### config.mk
export PLATFORM = sky130hd
export DESIGN_NAME = reg_bridge
export DESIGN_NICKNAME = d
export VERILOG_FILES = /design/src/rtl/reg_bridge.sv
export SDC_FILE = /design/constraint.sdc
export NUM_CORES = 1
export LEC_CHECK = 0
export BUFFER_PORTS_ARGS = -buffer_cell sky130_fd_sc_hd__buf_2
export CAP_MARGIN = 20
export CORE_MARGIN = 3
export CORE_UTILIZATION = 40
export CTS_CLUSTER_SIZE = 30
export DETAILED_ROUTE_END_ITERATION = 10
export GPL_TIMING_DRIVEN = 0
export PLACE_DENSITY = 0.84
export SLEW_MARGIN = 20
export SYNTH_ARGS = -nofsm -noshare
export SYNTH_HDL_FRONTEND = slang
export SYNTH_SLANG_ARGS = --single-unit
### constraint.sdc
create_clock -name clk -period 2.3 [get_ports clk]
set_input_delay 0.345 -clock clk [delete_from_list [all_inputs] [get_ports clk]]
set_output_delay 0.345 -clock clk [all_outputs]
set_load 0.01 [all_outputs]
### src/rtl/reg_bridge.sv
// reg_bridge: host request/response to core register strobe bridge with a local irq status register.
// Ports: clk/reset (async, active-high); req_* host request channel; rsp_* host response channel;
// data_in/write_en/read_en/data_out core register side; irq_in core interrupt level; irq host interrupt.
// Build option: define REG_BRIDGE_ERR_EN to flag unmapped accesses with rsp_err.
module reg_bridge #(
  parameter int REGS   = 3,
  parameter int ADDR_W = 8
) (
  input  logic              clk,
  input  logic              reset,
  input  logic              req_valid,
  output logic              req_ready,
  input  logic              req_write,
  input  logic [ADDR_W-1:0] req_addr,
  input  logic [31:0]       req_wdata,
  output logic              rsp_valid,
  input  logic              rsp_ready,
  output logic [31:0]       rsp_rdata,
  output logic              rsp_err,
  output logic [31:0]       data_in,
  input  logic [31:0]       data_out [REGS],
  output logic              write_en [REGS],
  output logic              read_en  [REGS],
  input  logic              irq_in,
  output logic              irq
);
  localparam logic [1:0] IDLE   = 2'd0;
  localparam logic [1:0] ACCESS = 2'd1;
  localparam logic [1:0] RESP   = 2'd2;
  localparam logic [ADDR_W-1:0] LOCAL = '1;
  logic [1:0]        state;
  logic              wr;
  logic [ADDR_W-1:0] addr;
  logic [31:0]       wdata;
  logic              irq_prev;
  logic              irq_pending;
  logic              local_hit;
  logic              clr;
  logic              rise;
  logic [31:0]       rd_mux;
  assign req_ready = state == IDLE;
  assign rsp_valid = state == RESP;
  assign data_in   = state == ACCESS ? wdata : '0;
  assign local_hit = addr == LOCAL;
  assign irq       = irq_pending;
  assign rise      = irq_in & ~irq_prev;
  assign clr       = state == ACCESS && wr && local_hit && wdata[0];
  // Strobes are decoded combinationally from state so an async reset drops them at once.
  always_comb begin
    rd_mux = local_hit ? {31'b0, irq_pending} : '0;
    for (int i = 0; i < REGS; i++) begin
      write_en[i] = state == ACCESS && wr && addr == ADDR_W'(i);
      read_en[i]  = state == ACCESS && !wr && addr == ADDR_W'(i);
      if (addr == ADDR_W'(i)) rd_mux = data_out[i];
    end
  end
  always_ff @(posedge clk or posedge reset) begin
    if (reset) begin
      state       <= IDLE;
      wr          <= 1'b0;
      addr        <= '0;
      wdata       <= '0;
      rsp_rdata   <= '0;
      irq_prev    <= 1'b0;
      irq_pending <= 1'b0;
    end else begin
      irq_prev    <= irq_in;
      irq_pending <= rise | (irq_pending & ~clr);
      if (state == IDLE && req_valid) begin
        wr    <= req_write;
        addr  <= req_addr;
        wdata <= req_wdata;
        state <= ACCESS;
      end else if (state == ACCESS) begin
        rsp_rdata <= wr ? '0 : rd_mux;
        state     <= RESP;
      end else if (state == RESP && rsp_ready) begin
        state <= IDLE;
      end
    end
  end
`ifdef REG_BRIDGE_ERR_EN
  always_ff @(posedge clk or posedge reset) begin
    if (reset) rsp_err <= 1'b0;
    else if (state == ACCESS) rsp_err <= addr >= ADDR_W'(REGS) && !local_hit;
  end
`else
  assign rsp_err = 1'b0;
`endif
endmodule
==> impl_results.md, run 1 <==
- Outcome: complete, no violations
- Cts hold-fix bufs: 0
- Syn_nets: 551
- Antenna violations before repair: 0
- Leakage power: 2.892 nW
- First-pass GRT wire length: 19,450 µm
- Gpl congestion: 0.8180
- Placed Instance Area: 5336 µm²
- GRT Total Usage: 0.2176
- Multiplexer area fraction after synthesis: 0.1139
- Critical path type: reg -> out
- Highest routed layer: met4
- Sw Share: 0.3631
- # setup viols final: 0
- CTS buffer count: 9
- Post-synth EDFFs: 0
- Syn-to-layout area delta: 38.38%
- Pre-CTS WS: 0.3234 ns
- Yosys cell types: 34
- Io pins: 216
- Port buffer count: 214
- Post-synth top area cell: dfrtp_1
- CTS max path bufs: 2
- Crit. End Element: output pin
- CP max stage delay: 0.43 ns
- Worst clock skew: 0.01088 ns
- Final worst slack: 0.07418 ns
- Antenna viol nets, final: 0
- Critical path fanouts, max: 10
- Core box area: 9819 µm²
- Mapped cell area: 4055 µm²
- Starting DRT DRC Count: 288
- Fin crit period: 2.226 ns
- Wl on met1: 5039 µm
- Startpoint types: register
- Commonest cells post-synth: 77 x dfrtp_1, 41 x mux2_2, 36 x nor2_1
- Period utilization: 0.9677
- Worst-path cell chain: or2b_2 > clkbuf_8 > nor2_2 > nor4bb_2 > buf_2
- XOR/XNOR share of the synthesized area: 0
- Hold Vio Cnt, Final: 0
- Fin area: 5612 µm²
- Row count: 36
- Via count: 3,932
- Drt total wl: 12,900 µm
- Psw: 2.019 mW
- Synthesized area per cell: 9.915 µm²
- Compound-Gate Fraction of Synth Area: 0.1657
- Comb power frac: 0.426
- Highest Clock Rate: 449.3 MHz
- Slew Limit Fails: 0
- Maximum vdd drop: 0.5322 mV
- DR vias/cell: 5.074
- Final core area utilization: 0.5715
- Met2 WL: 6552 µm
- Die Wd: 106.7 µm
- Async S/R FF share, synth: 1.000
- Largest net degree at the start of global routing: 33
- Chip height: 106.7 µm
- Post-Synth Simple-Gate Area: 0.1496
- Slew HR: 0.6381
- Top FF cell, synth: dfrtp_1
- Reg clk slew, reported paths: 0.08 ns
- Ranking of synthesized cells by area: dfrtp_1 48%, mux2_2 11%, o211ai_1 5.7%, o31ai_1 5.7%, and2_1 5.1%
- Detail Placement HPWL: 10,010 µm
- Tot Pwr: 5.560 mW
- Req. time, crit path: 1.96 ns
- CP max stage cell: dfrtp_2
- Root Driver: clkbuf_8
- Class of the tightest hold or removal check: in -> async
- Routed len/inst: 16.64 µm
- Ant. Diodes: 0
- Clock share of power: 0.202
- Post-synthesis sequential area ratio: 0.4752
- Die area: 11,380 µm²
- Grt total ovfl: 0
- Share of the synthesized area in the top cell type: 0.4752
- Hold Slack: 0.05000 ns
- Largest family of logic cells by synthesized area: compound AO/OA/AOI/OAI gates
- Critical Path AT: 1.88 ns
- Most numerous cell in the Yosys netlist: dfrtp_1
- Share of layout cells above drive strength 1: 0.4720
- FILL cells: 870
- Initial core utilization: 0.4130
- Post-synthesis register bit count: 77
- Syn. warnings: 0
- Cells after synthesis: 409
- Maxcap violations: 0
- Clk Latency, worst-skew pair: 0.34 ns
- Worst-Margin Slew: 0.5418 ns
- Int Power: 3.541 mW
- Sequential power share: 0.372
- H-tree levels: 3
- Clock tree sinks: 77
- PwrDens: 990.7 nW/µm²
- Post-Synth Adder-Cell Area: 0
- CTS tree: built
- Drt pass-1 iters: 4
- DRC errors left: 0
- Layout Nets: 780
- Vias in the first global route: 3,934
- Routed length on met3: 1201 µm
- Reg2reg setup slack: 0.37 ns
-- critical path, delay by kind of cell, from the launching register on --
family                 cells  cell delay (ns)
and+or+nand+nor            3             0.73
DFF                        1             0.43
buffers and inverters      2             0.37
-- power groups by stage --
stage / Combinational [mW] / Sequential, mW / Clock (mW)
2_1_floorplan: 1.54 / 2.02 / 0
3_3_place_gp: 2.22 / 2.06 / 0
3_5_place_dp: 2.30 / 2.10 / 0
4_1_cts: 2.32 / 2.08 / 1.16
5_1_grt: 2.60 / 2.12 / 1.22
6_report: 2.37 / 2.07 / 1.12
-- flip-flops by register name, indices dropped and copies added, names as in the netlist --
| name | count |
|---|---|
| rsp_rdata | 32 |
| wdata | 32 |
| addr | 8 |
| state | 2 |
| irq | 1 |
| irq_prev | 1 |
| wr | 1 |
-- what timing repair did --
action                                  4_1_cts  5_1_grt
resized for setup                             3        9
pin swaps                                     0        2
cloned                                        0        0
setup buffers                                 0        3
endpoints found under the setup margin       18       12
hold endpoints to repair                      0        0
-- routing by layer --
metal,global-route usage,vias to the layer above
li1,-,1858
met1,0.2493,1872
met2,0.3916,195
met3,0.06502,7
met4,0.06301,0
met5,0,-
-- cell usage in the layout (no fill, tap or decap), types with 2 or more instances in the layout --
cell type / n
buf_2: 220
dfrtp_1: 76
mux2_2: 41
nor2_1: 35
and2_1: 33
o21ai_0: 33
nand2_1: 33
inv_1: 33
o211ai_1: 31
o31ai_1: 31
clkbuf_1: 15
clkbuf_8: 14
buf_4: 5
buf_6: 4
nand4_1: 3
a21o_1: 2
nor2b_1: 2
nand3_1: 2
clkinvlp_4: 2
bufinv_16: 2
buf_12: 2
-- cell type report --
cell class,instances,area [µm²],area share
Sequential cell,77,1928,0.3436
Clock buffer,11,141.4,0.02520
Buffer,34,256.5,0.04571
Tap cell,133,166.4,0.02965
Inverter,34,131.4,0.02341
Multi-Input combinational cell,263,1779,0.3171
Clock inverter,4,72.57,0.01293
Timing Repair Buffer,219,1136,0.2025
-- worst paths after layout --
kind                                     from            end  cells after the start
worst max-delay path                 state[1]     read_en[1]                      5
worst max register to register        addr[6]  rsp_rdata[25]                      6
max in group asynchronous               reset       state[1]                      3
min in group clk                       irq_in       irq_prev                      1
worst min-delay path                    reset   rsp_rdata[5]                      2
worst min register to register  rsp_rdata[29]  rsp_rdata[29]                      2
-- metrics by stage --
stage | setup TNS (ns) | instances
after floorplan | 0 | 409
after global placement | 0 | 756
after detailed placement | 0 | 758
after CTS | 0 | 773
after global routing | -0.06372 | 775
final | 0 | 775
-- logic make-up (layout without fill, tap and decap cells) --
kind of cell / after synthesis / in the layout
flip-flops: 77 / 77
AND/OR/NAND/NOR: 121 / 121
multiplexers: 41 / 41
buffers and inverters: 69 / 302
other: 1 / 1
AO/OA/AOI/OAI: 100 / 100
(Power assumes the default switching activity.)
==> run 2: changes to the inputs <==
--- a/config.mk
+++ b/config.mk
@@ -9,6 +9,7 @@
 export CAP_MARGIN = 20
 export CORE_MARGIN = 3
 export CORE_UTILIZATION = 40
+export CTS_CLUSTER_DIAMETER = 50
 export CTS_CLUSTER_SIZE = 30
 export DETAILED_ROUTE_END_ITERATION = 10
 export GPL_TIMING_DRIVEN = 0
==> constraint.sdc (replaced) <==
create_clock -name clk -period 1.8 [get_ports clk]
set_input_delay 0.27 -clock clk [delete_from_list [all_inputs] [get_ports clk]]
set_output_delay 0.27 -clock clk [all_outputs]
set_load 0.01 [all_outputs]
==> run 2 against run 1 <==
The run now ends with setup timing left. Via count is 1.9% higher. Worst setup slack lost 0.31 ns. Non-clock buffer count increased by 10. Highest routed layer unchanged.
==> impl_results.md, run 2 (same netlist as run 1, synthesis figures left out) <==
- Outcome: finished with violations
- Failing checks: setup timing
- Grt total ovfl: 0 (unchanged)
- Class of the tightest hold or removal check: in -> reg
- RSZ-0062 raised after global routing: yes
- Highest Clock Rate: 491.5 MHz
- Worst clock skew: 0.01280 ns (+0.001921 ns)
- Antenna viol nets, final: 0 (unchanged)
- Period utilization: 1.130
- # setup viols final: 7 (+7)
- GRT Total Usage: 0.2200 (+0.002318)
- Initial core utilization: 0.4130 (unchanged)
- Layout Nets: 790 (+1.3%)
- Antenna violations before repair: 0 (unchanged)
- Hold Vio Cnt, Final: 0 (unchanged)
- Most common cell after layout, fill and taps aside: buf_2
- Fin crit period: 2.034 ns
- CTS tree: built
- Largest net degree at the start of global routing: 33 (unchanged)
- Reg2reg setup slack: -0.02 ns (-0.39 ns)
- Port buffer count: 214 (unchanged)
- Critical path origin: addr[6]
- Final worst slack: -0.2344 ns (-0.3086 ns)
- Critical path fanouts, max: 5 (-5)
- Chip height: 106.7 µm (unchanged)
- R2R Path End: rsp_rdata[25]
- Placed Instance Area: 5336 µm² (unchanged)
- CP Capture Point: read_en[1]
- Routed len/inst: 17.14 µm (+3.0%)
- Leakage power: 3.034 nW (+4.9%)
- Worst-Margin Slew: 0.5393 ns (-0.002439 ns)
- Detail Placement HPWL: 10,010 µm (unchanged)
- Worst R2R Start: addr[6]
- Ant. Diodes: 0 (unchanged)
- Crit. End Element: output pin
- First-pass GRT wire length: 19,670 µm (+1.1%)
- PwrDens: 1275 nW/µm² (+29%)
- Root Driver: clkbuf_8
- Clk Latency, worst-skew pair: 0.34 ns (about the same)
- Critical path type: reg -> out
- DRC errors left: 0 (unchanged)
- Drt pass-1 iters: 4 (unchanged)
- Maxcap violations: 0 (unchanged)
- Clock tree sinks: 77 (unchanged)
- Maximum vdd drop: 0.7201 mV (+35%)
- Clock share of power: 0.191 (-0.011)
- Commonest cells after routing, fill and taps aside: 206 x buf_2, 77 x dfrtp_1, 41 x mux2_2
- Critical Path AT: 1.76 ns (-0.12 ns)
- Fin area: 5939 µm² (+5.8%)
- Int Power: 4.834 mW (+37%)
- CTS max path bufs: 2 (unchanged)
- Die area: 11,380 µm² (unchanged)
- Die Wd: 106.7 µm (unchanged)
- Slew HR: 0.6397 (+0.001630)
- Drt total wl: 13,460 µm (+4.4%)
- Placed insts: 758 (unchanged)
- Row count: 36 (unchanged)
- Req. time, crit path: 1.53 ns (-0.43 ns)
- Core box area: 9819 µm² (unchanged)
- Psw: 2.739 mW (+36%)
- Vias in the first global route: 3,977 (+1.1%)
- CTS buffer count: 9 (unchanged)
- H-tree levels: 3 (unchanged)
- Post-Layout Cell Count: 785 (+1.3%)
- Syn-to-layout area delta: 46.47%
- Sequential power share: 0.353 (-0.019)
- Via count: 4,007 (+1.9%)
- Share of layout cells above drive strength 1: 0.5169 (+0.04491)
- Reg2Reg Depth: 7 (+1)
- Sw Share: 0.3617 (-0.001466)
- Top flop regs: rsp_rdata: 32 flops, wdata: 32 flops, addr: 8 flops
- DR vias/cell: 5.104 (+0.61%)
- Gpl congestion: 0.8180 (unchanged)
- Starting DRT DRC Count: 257 (-11%)
- Reg clk slew, reported paths: 0.08 ns (about the same)
- Io pins: 216 (unchanged)
- Comb power frac: 0.457 (+0.031)
- Startpoint types: register
- Slew Limit Fails: 0 (unchanged)
[run 2: cell count changes in the layout (fill, tap and decap cells not counted), moves of 2 or more]
cell / delta
buf_2: -14
buf_6: +14
and2_1: -11
and2_4: +11
buf_4: +10
clkbuf_1: -7
buf_8: +3
o31ai_1: -3
o31ai_2: +3
clkbuf_16: +2
clkbuf_2: +2
nor2_1: -2
[run 2: through the flow]
stage / worst slack [ns] / util / total power [mW] / hold slack (ns) / TNS, ns
floorplan: 0.1026 / - / 4.558 / 0.3014 / 0
global placement: -0.07429 / 0.5394 / 5.472 / 0.4031 / -3.162
detailed placement: -0.1016 / 0.5435 / 5.630 / 0.3452 / -5.465
CTS: -0.1867 / 0.5818 / 7.343 / 0.03584 / -0.9862
global route: -0.3262 / 0.6049 / 8.052 / 0.03005 / -4.177
finish: -0.2344 / 0.6049 / 7.572 / 0.05634 / -0.9833
[run 2: critical path: stages (launching register included)]
cell and delay [ns]:
dfrtp_1 0.42, nor4_4 0.30, buf_6 0.16, nand2_4 0.07, nor4bb_2 0.28, buf_2 0.20
[run 2: area by class of cell]
type | count | area [µm²]
Fill cell | 835 | 3880
Inverter | 34 | 131.4
Tap cell | 133 | 166.4
Clock buffer | 11 | 141.4
Clock inverter | 4 | 72.57
Timing Repair Buffer | 231 | 1341
Sequential cell | 77 | 1927
Multi-Input combinational cell | 263 | 1864
Buffer | 32 | 295.3
[run 2: power by group through the flow]
| stage | combinational [mW] | sequential [mW] | clock, mW |
|---|---|---|---|
| floorplan | 1.97 | 2.59 | 0 |
| global placement | 2.84 | 2.63 | 0 |
| detailed placement | 2.94 | 2.69 | 0 |
| CTS | 3.20 | 2.65 | 1.49 |
| global route | 3.76 | 2.73 | 1.56 |
| finish | 3.46 | 2.67 | 1.45 |
[run 2: worst min path at each step]
stage	depth (start not counted)	to	slack (ns)	from
after floorplan	0	irq_prev	0.30	irq_in
after global placement	1	irq_prev	0.40	irq_in
after detailed placement	2	rsp_rdata[5]	0.35	reset
after CTS	1	irq_prev	0.04	irq_in
after global routing	1	irq_prev	0.03	irq_in
final	1	irq_prev	0.06	irq_in
[run 2: routing by layer]
layer | routed length [µm] | share of wire | global-route usage | vias up
li1 | - | - | - | 1878
met1 | 5274 | 0.39 | 0.2555 | 1908
met2 | 6807 | 0.51 | 0.3898 | 211
met3 | 1241 | 0.092 | 0.06502 | 10
met4 | 136 | 0.010 | 0.06849 | 0
met5 | 0 | 0 | 0 | -
[run 2: repair_timing]
item                                    in CTS  in global routing
endpoints found under the hold margin       20                  0
gates resized for setup                     35                 41
cloned                                       0                  3
buffers inserted                             8                  3
endpoints found under the setup margin     107                 68
hold buffers                                 1                  0
pin swaps                                    8                 27
